`src/rtl/ug_pkg.sv`:
```
// Shared state encoding and elaboration-time helpers for the user-side traffic generator.
package ug_pkg;

   typedef enum logic [2:0] {
      ST_IDLE,
      ST_WR_REQ,
      ST_WR_WAIT,
      ST_RD_REQ,
      ST_RD_WAIT,
      ST_GAP
   } ug_state_e;

   localparam int unsigned STRB_MAX_W = 128;

   // Byte-lane mask with one bit per byte of a data_w-bit bus, LSB-aligned.
   function automatic logic [STRB_MAX_W-1:0] strb_all(input int unsigned data_w);
      logic [STRB_MAX_W-1:0] m;
      m = '0;
      for (int unsigned i = 0; i < STRB_MAX_W; i++) begin
         if (i < data_w / 8) m[i] = 1'b1;
      end
      return m;
   endfunction

   function automatic int unsigned cnt_width(input int unsigned gap, input int unsigned timeout);
      return $clog2((gap > timeout) ? gap : timeout);
   endfunction

endpackage

```
`src/rtl/ug_timer.sv`:
```
// Up-counter with synchronous clear, enable and terminal-count compare; saturates at term_i.
module ug_timer #(
   parameter int unsigned CNT_W = 8
) (
   input  logic             clk,
   input  logic             reset,
   input  logic             clr_i,
   input  logic             en_i,
   input  logic [CNT_W-1:0] term_i,
   output logic             tc_o
);

   logic [CNT_W-1:0] cnt_q, cnt_d;

   // NOTE: every path through a combinational block assigns its outputs, starting with a default, so no latch is inferred.
   always_comb begin
      cnt_d = cnt_q;
      if (clr_i) begin
         cnt_d = '0;
      end else if (en_i && (cnt_q != term_i)) begin
         cnt_d = cnt_q + CNT_W'(1);
      end
   end

   always_ff @(posedge clk or posedge reset) begin
      if (reset) cnt_q <= '0;
      else       cnt_q <= cnt_d;
   end

   assign tc_o = (cnt_q == term_i);

endmodule

```
`src/rtl/user_traffic_gen.sv`:
```
// Switch-driven traffic generator: issues single handshaked write/read requests in a timed loop,
// shows read data on LEDs and flags completion timeouts with a sticky error.
module user_traffic_gen
   import ug_pkg::*;
#(
   parameter int unsigned        DATA_W    = 32,
   parameter int unsigned        ADDR_W    = 32,
   parameter int unsigned        SW_W      = 16,
   parameter int unsigned        LED_W     = 15,
   parameter logic [ADDR_W-1:0]  BASE_ADDR = '0,
   parameter logic [3:0]         BLEN      = 4'hF,
   parameter int unsigned        GAP       = 64,
   parameter int unsigned        TIMEOUT   = 256
) (
   input  logic                clk,
   input  logic                reset,
   input  logic [SW_W-1:0]     sw,
   input  logic [DATA_W-1:0]   U_RDATA,
   input  logic                U_BUSY,
   input  logic                U_WDONE,
   input  logic                U_RDONE,
   output logic                U_WVALID,
   output logic [ADDR_W-1:0]   U_AWADDR,
   output logic [DATA_W-1:0]   U_WDATA,
   output logic [DATA_W/8-1:0] U_STRB,
   output logic                U_RVALID,
   output logic [ADDR_W-1:0]   U_ARADDR,
   output logic [3:0]          U_BLEN,
   output logic [LED_W-1:0]    led,
   output logic                err
);

   localparam int unsigned              STRB_W    = DATA_W / 8;
   localparam int unsigned              CNT_W     = cnt_width(GAP, TIMEOUT);
   localparam logic [STRB_MAX_W-1:0]    STRB_FULL = strb_all(DATA_W);
   localparam logic [CNT_W-1:0]         TO_TERM   = CNT_W'(TIMEOUT - 1);
   localparam logic [CNT_W-1:0]         GAP_TERM  = CNT_W'(GAP - 1);

   ug_state_e          state_q, state_d;
   logic               wvalid_q, wvalid_d;
   logic               rvalid_q, rvalid_d;
   logic [ADDR_W-1:0]  awaddr_q, awaddr_d;
   logic [ADDR_W-1:0]  araddr_q, araddr_d;
   logic [DATA_W-1:0]  wdata_q,  wdata_d;
   logic [STRB_W-1:0]  strb_q,   strb_d;
   logic [3:0]         blen_q,   blen_d;
   logic [LED_W-1:0]   led_q,    led_d;
   logic               err_q,    err_d;

   logic               tmr_clr, tmr_en, tmr_tc;
   logic [CNT_W-1:0]   tmr_term;

   // Only the low LED_W bits of read data are displayed.
   logic unused_rdata;
   assign unused_rdata = ^U_RDATA;

   // One timer serves both the completion wait and the inter-transaction gap.
   assign tmr_term = (state_q == ST_GAP) ? GAP_TERM : TO_TERM;

   ug_timer #(
      .CNT_W (CNT_W)
   ) u_timer (
      .clk    (clk),
      .reset  (reset),
      .clr_i  (tmr_clr),
      .en_i   (tmr_en),
      .term_i (tmr_term),
      .tc_o   (tmr_tc)
   );

   always_comb begin
      state_d  = state_q;
      wvalid_d = 1'b0;
      rvalid_d = 1'b0;
      awaddr_d = awaddr_q;
      araddr_d = araddr_q;
      wdata_d  = wdata_q;
      strb_d   = strb_q;
      blen_d   = blen_q;
      led_d    = led_q;
      err_d    = err_q;
      tmr_clr  = 1'b0;
      tmr_en   = 1'b0;

      unique case (state_q)
         ST_IDLE: begin
            state_d = sw[SW_W-1] ? ST_WR_REQ : ST_RD_REQ;
         end
         ST_WR_REQ: begin
            if (!U_BUSY) begin
               wvalid_d = 1'b1;
               wdata_d  = DATA_W'(sw[SW_W-2:0]);
               awaddr_d = BASE_ADDR;
               strb_d   = STRB_FULL[STRB_W-1:0];
               tmr_clr  = 1'b1;
               state_d  = ST_WR_WAIT;
            end
         end
         ST_RD_REQ: begin
            if (!U_BUSY) begin
               rvalid_d = 1'b1;
               araddr_d = BASE_ADDR;
               blen_d   = BLEN;
               tmr_clr  = 1'b1;
               state_d  = ST_RD_WAIT;
            end
         end
         ST_WR_WAIT: begin
            tmr_en = 1'b1;
            // A completion in the expiry cycle still counts as success.
            if (U_WDONE) begin
               tmr_clr = 1'b1;
               state_d = ST_GAP;
            end else if (tmr_tc) begin
               err_d   = 1'b1;
               tmr_clr = 1'b1;
               state_d = ST_GAP;
            end
         end
         ST_RD_WAIT: begin
            tmr_en = 1'b1;
            if (U_RDONE) begin
               led_d   = U_RDATA[LED_W-1:0];
               tmr_clr = 1'b1;
               state_d = ST_GAP;
            end else if (tmr_tc) begin
               err_d   = 1'b1;
               tmr_clr = 1'b1;
               state_d = ST_GAP;
            end
         end
         ST_GAP: begin
            tmr_en = 1'b1;
            if (tmr_tc) state_d = ST_IDLE;
         end
         default: begin
            state_d = ST_IDLE;
         end
      endcase
   end

   // NOTE: state registers use non-blocking assignments so every register samples pre-edge values.
   always_ff @(posedge clk or posedge reset) begin
      if (reset) begin
         state_q  <= ST_IDLE;
         wvalid_q <= 1'b0;
         rvalid_q <= 1'b0;
         awaddr_q <= '0;
         araddr_q <= '0;
         wdata_q  <= '0;
         strb_q   <= '0;
         blen_q   <= '0;
         led_q    <= '0;
         err_q    <= 1'b0;
      end else begin
         state_q  <= state_d;
         wvalid_q <= wvalid_d;
         rvalid_q <= rvalid_d;
         awaddr_q <= awaddr_d;
         araddr_q <= araddr_d;
         wdata_q  <= wdata_d;
         strb_q   <= strb_d;
         blen_q   <= blen_d;
         led_q    <= led_d;
         err_q    <= err_d;
      end
   end

   assign U_WVALID = wvalid_q;
   assign U_AWADDR = awaddr_q;
   assign U_WDATA  = wdata_q;
   assign U_STRB   = strb_q;
   assign U_RVALID = rvalid_q;
   assign U_ARADDR = araddr_q;
   assign U_BLEN   = blen_q;
   assign led      = led_q;
   assign err      = err_q;

endmodule

```
`config.mk`:
```
export PLATFORM = sky130hd
export DESIGN_NAME = user_traffic_gen
export DESIGN_NICKNAME = d
export VERILOG_FILES = /design/src/rtl/ug_pkg.sv /design/src/rtl/ug_timer.sv /design/src/rtl/user_traffic_gen.sv
export SDC_FILE = /design/constraint.sdc
export NUM_CORES = 1
export LEC_CHECK = 0
export CORE_ASPECT_RATIO = 0.9
export CORE_MARGIN = 3
export CORE_UTILIZATION = 33
export CTS_CLUSTER_SIZE = 30
export DETAILED_ROUTE_END_ITERATION = 7
export GPL_TIMING_DRIVEN = 0
export PLACE_DENSITY = 0.88
export REMOVE_ABC_BUFFERS = 1
export SETUP_SLACK_MARGIN = 0.3
export SLEW_MARGIN = 10
export SYNTH_ARGS = -nofsm -noshare
export SYNTH_HDL_FRONTEND = slang
export SYNTH_SLANG_ARGS = --single-unit
```
`constraint.sdc`:
```
create_clock -name clk -period 1.8 [get_ports clk]
set_input_delay 0.18 -clock clk [delete_from_list [all_inputs] [get_ports clk]]
set_output_delay 0.18 -clock clk [all_outputs]
set_load 0.03 [all_outputs]
```
======== After elaboration in Yosys (flattened, before gate mapping) ========
Cells that the tools add are included.
word-level totals
  bits of input ports ..................... 53
  logic and storage cells ................. 57
  register bits ........................... 46
cells by class
  equal/unequal tests ..................... 12
  bitwise logic cells ..................... 1
  $add $sub $neg .......................... 1
  reductions and logical operators ........ 11
  multiplexer cells ....................... 23
operator list
  cell                                                             count
  8-bit two-way mux                                                3
  3-bit two-way mux                                                6
  3-bit case mux with 6 select lines                               1
  1-bit two-way mux                                                10
  2-bit != test, second input constant                             5
  8-bit by 1-bit adder with 8-bit output, second input constant    1
  8-bit == test                                                    1
  8-bit != test                                                    1
  3-bit by 2-bit == test with 1-bit output, second input constant  2
  3-bit == test, second input constant                             2
  2-bit AND reduction                                              3
  3-bit AND reduction                                              2
  2-bit nonzero test                                               2
  3-bit by 1-bit == test with 1-bit output, second input constant  1
  3-bit logical NOT                                                1
  1-bit case mux with 3 select lines                               1
  3-bit OR reduction                                               1
  2-bit two-way mux                                                1
  1-bit case mux with 2 select lines                               1
  2-bit OR reduction                                               1
  1-bit logical AND                                                1
  1-bit NOT                                                        1

======== Depth between registers and ports, before layout ========
  word-level depth ........................ 7
  mapped depth ............................ 7
  mapped depth without buffers ............ 5

======== Hierarchy ========
Synthesis repeated with hierarchy kept, for this count alone.
second synthesis, totals
  cells, all modules ...................... 254
  area, all modules ....................... 2821.5 um2
by module, submodules not included
  module            cells an instance  area an instance (um2)  instances
  user_traffic_gen  194                2225.9                  1
  ug_timer          60                 595.6                   1

======== Worst setup path before layout ========
Ideal clock, no wire load.
  path kind ............................... register to register
  start point ............................. register state_q[1]
  end point ............................... register wdata_q[11], in the netlist U_WDATA[11]
  path buffers ............................ 2
  cell stages (with the launch flop) ...... 5
  arrival ................................. 1.528 ns
  clock period less this slack ............ 1.653 ns
  path slack .............................. 0.147 ns
  setup time .............................. 0.125 ns
  cell sequence ........................... dfrtp_1 -> buf_2 -> nor4_4 -> buf_6 -> mux2_2
between the ends
  longest elaborated chain between the ends .. 2
ends and longest elaborated chain
  what                                      RTL line                 source
  start, declared                           user_traffic_gen.sv:39   ug_state_e state_q, state_d;
  start signal, assigned                    user_traffic_gen.sv:156  state_q <= state_d;
  3-bit by 1-bit == test with 1-bit output  user_traffic_gen.sv:85   unique case (state_q)
  2-bit AND reduction (no source line)      --
  end signal, assigned                      user_traffic_gen.sv:161  wdata_q <= wdata_d;
  end, declared                             user_traffic_gen.sv:44   logic [DATA_W-1:0] wdata_q, wdata_d;
Every way passes these cells.
A chain may end at the register's enable or synchronous reset.

======== Worst setup path in the final report ========
  start point ............................. register state_q[2]
  end point ............................... register wdata_q[4], in the netlist U_WDATA[4]
Same word-level chain as after synthesis.

==> flow_metrics.tcl <==
set metrics [dict create \
    critPathMaxFanout 8 \
    die_y_um 91.4 \
    status "finished clean" \
    dr.pass1.iters 4 \
    grt_remaining_overflow 0 \
    h-tree-depth 2 \
    pre_cts_slack_ns -0.360 \
    power.total_w 0.00567 \
    tritoncts "done" \
    p_clk_share_pct 13.4 \
    pwr-share-comb_pct 56.2 \
    grt_pass1_wl_mm 8.47 \
    root_buffer "clkbuf_8" \
    drv_cap 0 \
    layout_min_cycle_time_ns 1.65 \
    ys_ff_latch 46 \
    p_int_w 0.00329 \
    pwr-share-seq_pct 30.4 \
    layout-drive-gt1-share_pct 23.0 \
    drcViolationCount 0 \
    antennaDiodeCount 0 \
    routed_wl_mm 5.70 \
    grt_max_degree 39 \
    ys_types 41 \
    gp_congestion 0.765 \
    setup-violations-final 0 \
    fin_crit_sh_pct 91.7 \
    skew_ns 0.0109 \
    hpwl_mm 3.81 \
    timing.final.ws_setup_ns 0.149 \
    port_buffers 76 \
    antenna_found_initial 0 \
    vias 1824 \
    path_common_cell "buf_6" \
    clk_pin_slew_ns 0.09 \
    fp-row-count 30 \
    path_class "register to register" \
    switching_share_pct 42.0 \
    dp_cells 401 \
    drtIter0Drc 55 \
    final_cells 426 \
    drv_slew 0 \
    min_path_type "input port to asynchronous set/reset pin" \
    area_delta_synth_final_pct 35.1 \
    grt_pass1_vias 1731 \
    r2r-end "U_WDATA[4]" \
    nets 383 \
    final_util_pct 47.0 \
    ys_warn_count 0 \
    die_w_um 101 \
    path_cells "buf_6, nor4_4, buf_6, clkbuf_16, mux2_2" \
    worstSkewPairLatency_ns 0.29 \
    r2r_setup_slack_ns 0.15 \
    syn-cell-area_um2 2680 \
    cts_num_sinks 46 \
    synth_ff_type "dfrtp_1" \
    grt_use_total_pct 11.4 \
    antenna_left 0 \
    synth-seq-area-share_pct 43.0 \
    start_kind "register" \
    syn_inst 240 \
    cts_made_buffers 5 \
    p_switching_w 0.00238 \
    end_kind "register" \
    vias_per_cell 4.28 \
    power_leakage_nw 1.76 \
    required_ns 1.98 \
    fmax_mhz 606 \
    hold_violations 0 \
    synth_edf_count 0 \
    die_area_um2 9230 \
    critPathMaxStageDelay_ns 0.47 \
    core_area_um2 7690 \
    power_per_cell_area_nw_per_um2 1570 \
    io_pins 175 \
    fillers 686 \
    r2r-start "state_q[2]" \
    avgSynthCellArea_um2 11.2 \
    arrival_ns 1.83 \
    clockBufferDepth 2 \
    async_flop_share_pct 100 \
    initial_core_util_pct 34.8 \
    wire_per_inst_um 13.4 \
    crit_slowest_cell "dfrtp_2" \
    ir_drop_v 0.000752 \
    rsz0062_at_grt "yes" \
    rr_worst_depth 5 \
]
-- cells in the mapped netlist (2+ instances only) --
cell type	number	area, um2
buf_4	88	661
dfrtp_1	46	1150
mux2_2	26	293
nor2_1	10	37.5
and3_1	5	31.3
nand3_1	5	25.0
xor2_1	5	43.8
a21oi_1	4	20.0
mux2_1	4	45.0
o21ai_0	4	20.0
a211oi_1	3	22.5
buf_2	3	15.0
buf_6	2	22.5
nand2_1	2	7.51
nand2b_1	2	12.5
o211ai_1	2	15.0
o22ai_1	2	12.5
or2_2	2	12.5
or2b_1	2	15.0
or3_1	2	12.5
-- worst max path at each step --
stage / from / slack, ns / endpoint
final: state_q[2] / 0.15 / U_WDATA[4]
after detailed placement: state_q[0] / -0.36 / U_WDATA[5]
after global routing: state_q[2] / 0.10 / U_WDATA[4]
after CTS: state_q[0] / 0.18 / state_q[1]
after global placement: U_RDONE / -1.99 / u_timer.cnt_q[7]
after floorplan: state_q[2] / -0.98 / u_timer.cnt_q[0]
-- per-layer routing --
metal,global-route usage (%),wire (um)
met5,0,0
met4,2.66,57
met1,12.1,2180
met3,5.30,580
met2,20.2,2880
-- final cells by class --
class	instances	area [um2]	area share, %
Clock inverter	1	30.0	0.831
Inverter	2	7.51	0.208
Multi-Input combinational cell	179	1270	35.1
Clock buffer	7	76.3	2.11
Timing Repair Buffer	95	958	26.5
Sequential cell	46	1150	31.9
Tap cell	96	120	3.32
-- layout by cell type (no fill, tap or decap), drive strengths merged, types with 2 or more instances in the layout --
cell / instances
nand2b: 2
or3: 2
o211ai: 2
nand2: 3
or2b: 2
nand3: 5
conb: 81
dfrtp: 46
mux2: 30
nor2: 10
dlygate4sd2: 38
o21ai: 5
dlymetal6s2s: 3
inv: 2
and3: 5
a21oi: 5
or2: 2
xor2: 5
mux2i: 2
clkbuf: 9
clkdlybuf4s50: 35
buf: 17
a211oi: 3
o22ai: 2
-- registers in the layout, indices dropped and copies added, names as in the netlist --
register,flops
U_WDATA,15
led,15
u_timer.cnt_q,8
state_q,3
U_BLEN,1
U_RVALID,1
U_STRB,1
U_WVALID,1
err,1
-- power groups by stage --
stage / registers [W] / clock network, W / logic [W]
detailed placement: 0.00179 / 0 / 0.00275
global placement: 0.00176 / 0 / 0.00269
CTS: 0.00172 / 0.000787 / 0.00287
global route: 0.00179 / 0.000831 / 0.00335
floorplan: 0.00247 / 0 / 0.00101
finish: 0.00173 / 0.000759 / 0.00318
-- critical path, delay by kind of cell (launching register included) --
kind,cells,cell delay [ns]
simple gates,1,0.27
mux,1,0.32
buf+inv,3,0.47
flops,1,0.47
-- through the flow --
stage / setup TNS, ns / area, um2 / hold WS, ns
floorplan: -21.47 / 2280 / 0.301
global placement: -63.98 / 3160 / 0.458
detailed placement: -5.98 / 3210 / 0.440
CTS: 0 / 3440 / 0.111
global route: 0 / 3610 / 0.129
finish: 0 / 3610 / 0.120
-- cells by family after synthesis --
logic type               Yosys count  synth area share, %
AO/OA/AOI/OAI                     22                 5.84
XOR/XNOR                           5                 1.64
adder cells (fa/ha/maj)            1                0.467
buffers and inverters             95                 26.4
flip-flops                        46                 43.0
multiplexers                      32                 13.8
other                              1                0.140
AND/OR/NAND/NOR                   38                 8.70
-- repair_timing --
item                                    4_1_cts  5_1_grt
setup buffers                                10        4
hold buffers                                  0        0
resized for setup                            65       25
cloned                                        1        2
pin swaps                                    17        7
endpoints found under the setup margin       82       45
No activity file was read; power rests on OpenSTA's default activity.
